[config.mk]
export PLATFORM = sky130hd
export DESIGN_NAME = ps2_key_decoder
export DESIGN_NICKNAME = d
export VERILOG_FILES = /design/src/rtl/ps2_pkg.sv /design/src/rtl/ps2_evt_fifo.sv /design/src/rtl/ps2_key_decoder.sv
export SDC_FILE = /design/constraint.sdc
export NUM_CORES = 1
export LEC_CHECK = 0
export ABC_AREA = 1
export CAP_MARGIN = 20
export CORE_MARGIN = 3
export CORE_UTILIZATION = 45
export DETAILED_ROUTE_END_ITERATION = 8
export HOLD_SLACK_MARGIN = 0.15
export PLACE_DENSITY_LB_ADDON = 0.3
export SLEW_MARGIN = 20
export SYNTH_ARGS = -nofsm -noshare
export SYNTH_HDL_FRONTEND = slang
export SYNTH_HIERARCHICAL = 1
export SYNTH_SLANG_ARGS = --single-unit
[constraint.sdc]
create_clock -name clk -period 2.5 [get_ports clk]
set_clock_uncertainty 0.2 [all_clocks]
set_input_delay 0.25 -clock clk [delete_from_list [all_inputs] [get_ports clk]]
set_output_delay 0.25 -clock clk [all_outputs]
set_load 0.005 [all_outputs]
[src/rtl/ps2_pkg.sv]
`default_nettype none
// ============================================================================
// Module      : ps2_pkg
// Description : Shared definitions for the PS/2 scan-code-set-2 key decoder:
//               prefix and discard byte values, decoder states, event record.
// Revision    : 1.0 - initial release
// ============================================================================
package ps2_pkg;

    // Prefix bytes that open a multi-byte sequence
    localparam logic [7:0] PS2_EXT   = 8'hE0;
    localparam logic [7:0] PS2_BRK   = 8'hF0;
    localparam logic [7:0] PS2_PAUSE = 8'hE1;

    // Protocol/status bytes ignored by the decoder in IDLE
    localparam logic [7:0] PS2_ERR0   = 8'h00;
    localparam logic [7:0] PS2_ERR1   = 8'hFF;
    localparam logic [7:0] PS2_BAT_OK = 8'hAA;
    localparam logic [7:0] PS2_ACK    = 8'hFA;
    localparam logic [7:0] PS2_RESEND = 8'hFE;
    localparam logic [7:0] PS2_ECHO   = 8'hEE;

    // Bytes following E1 before the Pause event is considered complete
    localparam logic [2:0] PS2_PAUSE_SKIP = 3'd7;

    typedef enum logic [2:0] {
        IDLE    = 3'd0,
        EXT     = 3'd1,
        BRK     = 3'd2,
        EXT_BRK = 3'd3,
        PAUSE   = 3'd4
    } dec_state_t;

    typedef struct packed {
        logic       ext;
        logic       brk;
        logic [7:0] code;
    } ps2_evt_t;

    function automatic logic is_discard(input logic [7:0] b);
        return (b == PS2_ERR0)   || (b == PS2_ERR1) || (b == PS2_BAT_OK) ||
               (b == PS2_ACK)    || (b == PS2_RESEND) || (b == PS2_ECHO);
    endfunction

endpackage
`default_nettype wire

[src/rtl/ps2_evt_fifo.sv]
`default_nettype none
// ============================================================================
// Module      : ps2_evt_fifo
// Description : Show-ahead FIFO. Head word is presented combinationally while
//               non-empty; a push into a full FIFO is dropped unless a pop
//               frees a slot in the same cycle. No empty-FIFO bypass.
// Revision    : 1.0 - initial release
// ============================================================================
module ps2_evt_fifo #(
    parameter int DEPTH = 8,
    parameter int WIDTH = 10
) (
    input  logic                     clk,
    input  logic                     rst,
    input  logic                     push,
    input  logic [WIDTH-1:0]         push_data,
    input  logic                     pop,
    output logic [WIDTH-1:0]         head,
    output logic                     empty,
    output logic [$clog2(DEPTH):0]   count,
    output logic                     drop
);

    localparam int             AW       = $clog2(DEPTH);
    localparam logic [AW:0]    FULL_CNT = (AW+1)'(DEPTH);

    logic [WIDTH-1:0] mem [DEPTH];
    logic [AW-1:0]    wr_ptr;
    logic [AW-1:0]    rd_ptr;
    logic [AW:0]      cnt;
    logic             full;
    logic             do_push;
    logic             do_pop;

    assign empty   = (cnt == '0);
    assign full    = (cnt == FULL_CNT);
    assign do_pop  = pop && !empty;
    assign do_push = push && (!full || do_pop);
    assign drop    = push && full && !do_pop;
    assign count   = cnt;
    assign head    = empty ? '0 : mem[rd_ptr];

    // Storage write; contents need no reset since reads are masked while empty
    always_ff @(posedge clk) begin
        if (do_push) begin
            mem[wr_ptr] <= push_data;
        end
    end

    // Pointers wrap naturally at DEPTH (power of two); count tracks occupancy
    always_ff @(posedge clk) begin
        if (rst) begin
            wr_ptr <= '0;
            rd_ptr <= '0;
            cnt    <= '0;
        end else begin
            if (do_push) begin
                wr_ptr <= wr_ptr + 1'b1;
            end
            if (do_pop) begin
                rd_ptr <= rd_ptr + 1'b1;
            end
            case ({do_push, do_pop})
                2'b10:   cnt <= cnt + 1'b1;
                2'b01:   cnt <= cnt - 1'b1;
                default: cnt <= cnt;
            endcase
        end
    end

endmodule
`default_nettype wire

[src/rtl/ps2_key_decoder.sv]
`default_nettype none
// ============================================================================
// Module      : ps2_key_decoder
// Description : Turns validated scan-code-set-2 bytes into key events
//               (E0/F0/E1 prefixes resolved), optionally drops typematic
//               repeats, and queues events for a ready/valid consumer.
// Revision    : 1.0 - initial release
// ============================================================================
module ps2_key_decoder
    import ps2_pkg::*;
#(
    parameter int DEPTH         = 8,
    parameter int FILTER_REPEAT = 1,
    parameter int TIMEOUT       = 1000000
) (
    input  logic                    clk,
    input  logic                    rst,
    input  logic                    byte_valid,
    input  logic [7:0]              byte_data,
    output logic                    evt_valid,
    input  logic                    evt_ready,
    output logic [7:0]              evt_code,
    output logic                    evt_ext,
    output logic                    evt_brk,
    output logic [$clog2(DEPTH):0]  evt_count,
    output logic                    ovf,
    input  logic                    clr_ovf
);

    localparam int            TW        = $clog2(TIMEOUT + 1);
    localparam logic [TW-1:0] TMO_LIMIT = TW'(TIMEOUT);
    localparam logic          FILT_EN   = (FILTER_REPEAT != 0);

    dec_state_t     state;
    dec_state_t     state_nxt;
    dec_state_t     cur;
    logic [2:0]     skip;
    logic [2:0]     skip_nxt;
    logic [TW-1:0]  tmo_cnt;
    logic           timed_out;

    logic           dec_fire;
    ps2_evt_t       dec_evt;
    logic           dec_pause;

    logic           held_valid;
    logic [8:0]     held;
    logic           held_match;
    logic           suppress;

    logic           push_valid;
    ps2_evt_t       push_evt;
    ps2_evt_t       head_evt;
    logic           fifo_empty;
    logic           fifo_drop;

    // A partial sequence that has waited TIMEOUT cycles is abandoned; a byte
    // landing on that same cycle is decoded as if the FSM were already IDLE.
    assign timed_out = (state != IDLE) && (tmo_cnt == TMO_LIMIT);

    // Idle-cycle counter for partial sequences
    always_ff @(posedge clk) begin
        if (rst || byte_valid || (state == IDLE) || timed_out) begin
            tmo_cnt <= '0;
        end else begin
            tmo_cnt <= tmo_cnt + 1'b1;
        end
    end

    // Decoder state register
    always_ff @(posedge clk) begin
        if (rst) begin
            state <= IDLE;
            skip  <= '0;
        end else begin
            state <= state_nxt;
            skip  <= skip_nxt;
        end
    end

    // Decoder next-state and event generation
    always_comb begin
        state_nxt = state;
        skip_nxt  = skip;
        dec_fire  = 1'b0;
        dec_evt   = '0;
        dec_pause = 1'b0;
        cur       = timed_out ? IDLE : state;
        if (timed_out) begin
            state_nxt = IDLE;
        end
        if (byte_valid) begin
            case (cur)
                IDLE: begin
                    if (byte_data == PS2_EXT) begin
                        state_nxt = EXT;
                    end else if (byte_data == PS2_BRK) begin
                        state_nxt = BRK;
                    end else if (byte_data == PS2_PAUSE) begin
                        state_nxt = PAUSE;
                        skip_nxt  = PS2_PAUSE_SKIP;
                    end else if (!is_discard(byte_data)) begin
                        dec_fire = 1'b1;
                        dec_evt  = '{ext: 1'b0, brk: 1'b0, code: byte_data};
                    end
                end
                EXT: begin
                    if (byte_data == PS2_BRK) begin
                        state_nxt = EXT_BRK;
                    end else begin
                        dec_fire  = 1'b1;
                        dec_evt   = '{ext: 1'b1, brk: 1'b0, code: byte_data};
                        state_nxt = IDLE;
                    end
                end
                BRK: begin
                    dec_fire  = 1'b1;
                    dec_evt   = '{ext: 1'b0, brk: 1'b1, code: byte_data};
                    state_nxt = IDLE;
                end
                EXT_BRK: begin
                    dec_fire  = 1'b1;
                    dec_evt   = '{ext: 1'b1, brk: 1'b1, code: byte_data};
                    state_nxt = IDLE;
                end
                PAUSE: begin
                    // Pause body content is never inspected, only counted
                    if (skip == 3'd1) begin
                        dec_fire  = 1'b1;
                        dec_pause = 1'b1;
                        dec_evt   = '{ext: 1'b0, brk: 1'b0, code: PS2_PAUSE};
                        state_nxt = IDLE;
                        skip_nxt  = '0;
                    end else begin
                        skip_nxt = skip - 3'd1;
                    end
                end
                default: begin
                    state_nxt = IDLE;
                end
            endcase
        end
    end

    assign held_match = held_valid && (held == {dec_evt.ext, dec_evt.code});
    assign suppress   = FILT_EN && !dec_pause && !dec_evt.brk && held_match;

    // Repeat filter, held-key tracking and the registered push stage
    always_ff @(posedge clk) begin
        if (rst) begin
            push_valid <= 1'b0;
            push_evt   <= '0;
            held_valid <= 1'b0;
            held       <= '0;
        end else begin
            push_valid <= dec_fire && !suppress;
            push_evt   <= dec_evt;
            if (dec_fire && !dec_pause) begin
                if (dec_evt.brk) begin
                    if (held_match) begin
                        held_valid <= 1'b0;
                    end
                end else if (!held_match) begin
                    held_valid <= 1'b1;
                    held       <= {dec_evt.ext, dec_evt.code};
                end
            end
        end
    end

    ps2_evt_fifo #(
        .DEPTH (DEPTH),
        .WIDTH ($bits(ps2_evt_t))
    ) u_fifo (
        .clk       (clk),
        .rst       (rst),
        .push      (push_valid),
        .push_data (push_evt),
        .pop       (evt_ready),
        .head      (head_evt),
        .empty     (fifo_empty),
        .count     (evt_count),
        .drop      (fifo_drop)
    );

    // Sticky overflow flag; a drop wins over a simultaneous clear
    always_ff @(posedge clk) begin
        if (rst) begin
            ovf <= 1'b0;
        end else if (fifo_drop) begin
            ovf <= 1'b1;
        end else if (clr_ovf) begin
            ovf <= 1'b0;
        end
    end

    assign evt_valid = !fifo_empty;
    assign evt_code  = head_evt.code;
    assign evt_ext   = head_evt.ext;
    assign evt_brk   = head_evt.brk;

endmodule
`default_nettype wire
==> results.yml, run 1 <==
worst_setup_path:
  crit_path_start_kind: "register"
  crit_required_ns: 2.60
  cp-end-kind: "register"
  cp_max_fo: 6
  critPathKind: "register to register"
  critPathArrivalTime_ns: 2.89
die:
  dieArea_um2: 15800
  start_util: 0.462
  die_w_um: 126
  die_h_um: 126
  rows: 43
  io_pins: 29
  core_um2: 13900
sta:
  maxSlewHeadroom: 0.771
  fin_crit_sh: 1.12
  finalMaxSlewViolations: 0
  fin_ws_ns: -0.294
  tightest_slew_ns: 0.343
  setup_viol: 11
  fmax_mhz: 358
  finalCriticalPeriod_ns: 2.79
  holdWs_ns: 0.256
  rsz0062_at_grt: "yes"
  setup_tns_ns: -2.77
  hold_violations: 0
synth:
  synthDistinctLibCells: 44
  ys.flop_type: "edfxtp_1"
  ys_warn_count: 6
  synth_fa_ha_area_frac: 0.0156
  synth_xor_area_frac: 0.00680
  synth_fp_nets: 735
  synth-compound-area-share: 0.120
  syn_inst: 714
  ys_seq_elements: 141
  postSynthAreaPerCell_um2: 9.01
  synth_simple_gate_area_frac: 0.232
  synth-edff-count: 80
  synthArstFlopShare: 0
  synth.cell_area_um2: 6440
  synth_top_family_by_area: "simple AND/OR/NAND/NOR gates"
  ys_seq_area_frac: 0.563
  synth.area.mux_share: 0
route:
  wl_um: 15100
  drtIter0Drc: 430
  drcViolationCount: 0
  wl_per_cell_um: 14.3
  vias_per_cell: 5.18
  vias: 5458
  first_pass_iters: 5
  ant_nets: 0
layout:
  fin_nets: 881
  finish.utilization: 0.625
  regArea_um2: 3640
  final_cells: 1053
  fillers: 1088
  antennaDiodeCount: 0
  multi_input_comb_area_um2: 2700
  drive_gt1_frac: 0.283
  final_cell_mix: "nor2_1, buf_4, edfxtp_1, nand2_1, inv_1"
  areaGrowthSynthToFinish_pct: 35.2
  mostFrequentLayoutCell: "nor2_1"
place:
  place_inst: 990
  gp_congestion: 0.843
  port_buffers: 28
  pre_cts_ws_ns: -0.627
  dp_hpwl_um: 9970
flow_run:
  max-cap-violations: 0
grt:
  antenna_found_initial: 0
  grt_pass1_vias: 5390
  grt-ovfl-total: 0
  grt_max_degree: 26
  grt_first_pass_wirelength_um: 25000
  grt.total_usage: 0.195
clocking:
  clockBufferDepth: 2
  htreeDepth: 4
  cts_hold_buf: 0
  cts_sinks: 141
  cts_buffers: 17
  cts_tree: "done"
  root_buffer: "clkbuf_16"
  clk_pin_slew_ns: 0.06
  clkLatencyLatePin_ns: 0.41
run_status:
  violations: "negative setup slack"
  status: "finished, violations left"
pwr:
  p_leak_uw: 0.00342
  powerDensity_nw_per_um2: 776
  peakVddDrop_v: 0.000433
hold_path:
  hold_class: "input port to register"
## critical path: stages (launching register included)
cell	delay [ns]
dfxtp_2	0.32
inv_2	0.06
ha_4	0.13
nand3_2	0.08
a21oi_2	0.16
nand3_4	0.18
o21ai_4	0.14
nand2_2	0.10
nand2_4	0.13
nand3_4	0.09
nand2_2	0.07
nand2_2	0.07
nor2_2	0.11
nand2_1	0.06
nor3_2	0.17
nand2_1	0.11
ha_4	0.20
nand4_4	0.11
nor2_1	0.07
a21oi_2	0.09
nor2_1	0.05
## path summary, 6_finish.rpt
check	start	endpoint	slack, ns	cells past startpoint
max	tmo_cnt[1]	held[3]	-0.29	20
min reg2reg	u_fifo/rd_ptr[2]	register	0.26	2
min	clr_ovf	ovf	0.26	4
max reg2reg	tmo_cnt[1]	held[3]	-0.29	20
## flip-flops by register name, indices dropped and copies added, names as in the netlist, named ones only
| register | count |
|---|---|
| push_valid | 1 |
| u_fifo/wr_ptr | 3 |
| u_fifo/rd_ptr | 3 |
| held_valid | 1 |
| held | 9 |
| u_fifo/count | 4 |
| tmo_cnt | 20 |
| u_fifo/mem | 80 |
| skip | 3 |
| ovf | 1 |
| state | 3 |
| push_evt | 10 |
## repair_timing
item,4_1_cts,5_1_grt
setup endpoints to repair,21,21
pin swaps,16,27
setup buffers,13,15
resized for setup,36,39
gates cloned,3,0
## kinds of logic after synthesis
group | Yosys count
adders and majority gates | 8
buffers and inverters | 103
DFF | 141
AOI/OAI and AO/OA | 139
xor gates and xnor gates | 5
and+or+nand+nor | 318
## stage by stage
| stage | cell area [um^2] | total power, uW |
|---|---|---|
| 2_1_floorplan | 6530 | 3520 |
| 3_3_place_gp | 7610 | 4090 |
| 3_5_place_dp | 7610 | 4130 |
| 4_1_cts | 8460 | 6730 |
| 5_1_grt | 8700 | 7110 |
| 6_report | 8700 | 6760 |
## where the power goes
part | switching [uW] | internal [uW]
Combinational | 869 | 751
Clock | 934 | 1560
Sequential | 97.4 | 2540
## cells in the mapped netlist, types with 2 or more instances
cell      count  area share
buf_2         5      0.0039
o21ai_0      60       0.047
nand4_1      15       0.015
dfxtp_1      61        0.19
o21a_1        3      0.0035
edfxtp_1     80        0.37
o211ai_1      3      0.0035
buf_1         2      0.0012
nand2_2      10      0.0097
inv_1        71       0.041
nand3_4       3      0.0082
nor2_2        7      0.0068
clkinv_1      2      0.0012
nor2_1      139       0.081
nor3_2        2      0.0031
inv_4         2      0.0019
nand3_2       7       0.011
nor3b_1       4      0.0047
inv_2         7      0.0041
o21ai_1       6      0.0047
a31oi_1      14       0.014
xor2_1        4      0.0054
o22ai_1      14       0.014
and3_1        2      0.0019
nor3_1       12      0.0093
nand2_4       4      0.0070
nand3_1      27       0.021
a21oi_1      33       0.026
nand2_1      82       0.048
clkbuf_1     12      0.0070
ha_1          8       0.016
## layout make-up
type,instances,area share
clock buffer,17,0.0489
clock inverter,15,0.0197
inverter,82,0.0375
timing repair buffer,146,0.140
sequential,141,0.418
tap,180,0.0259
multi-input combinational,472,0.310
## per-layer routing
layer / vias up / part of all wire / GRT usage
li1: 2737 / - / -
met1: 2564 / 0.42 / 0.232
met2: 131 / 0.51 / 0.340
met3: 26 / 0.042 / 0.0470
met4: 0 / 0.020 / 0.0765
met5: - / 0 / 0
No activity file was read; power rests on OpenSTA's default activity.
==> run 2, diff against run 1 <==
--- a/config.mk
+++ b/config.mk
@@ -6,7 +6,6 @@
 export NUM_CORES = 1
 export LEC_CHECK = 0
 export ABC_AREA = 1
-export CAP_MARGIN = 20
 export CORE_MARGIN = 3
 export CORE_UTILIZATION = 45
 export DETAILED_ROUTE_END_ITERATION = 8
==> results of run 2 <==
The final DEF is identical to that of run 1; final timing and power are the same.
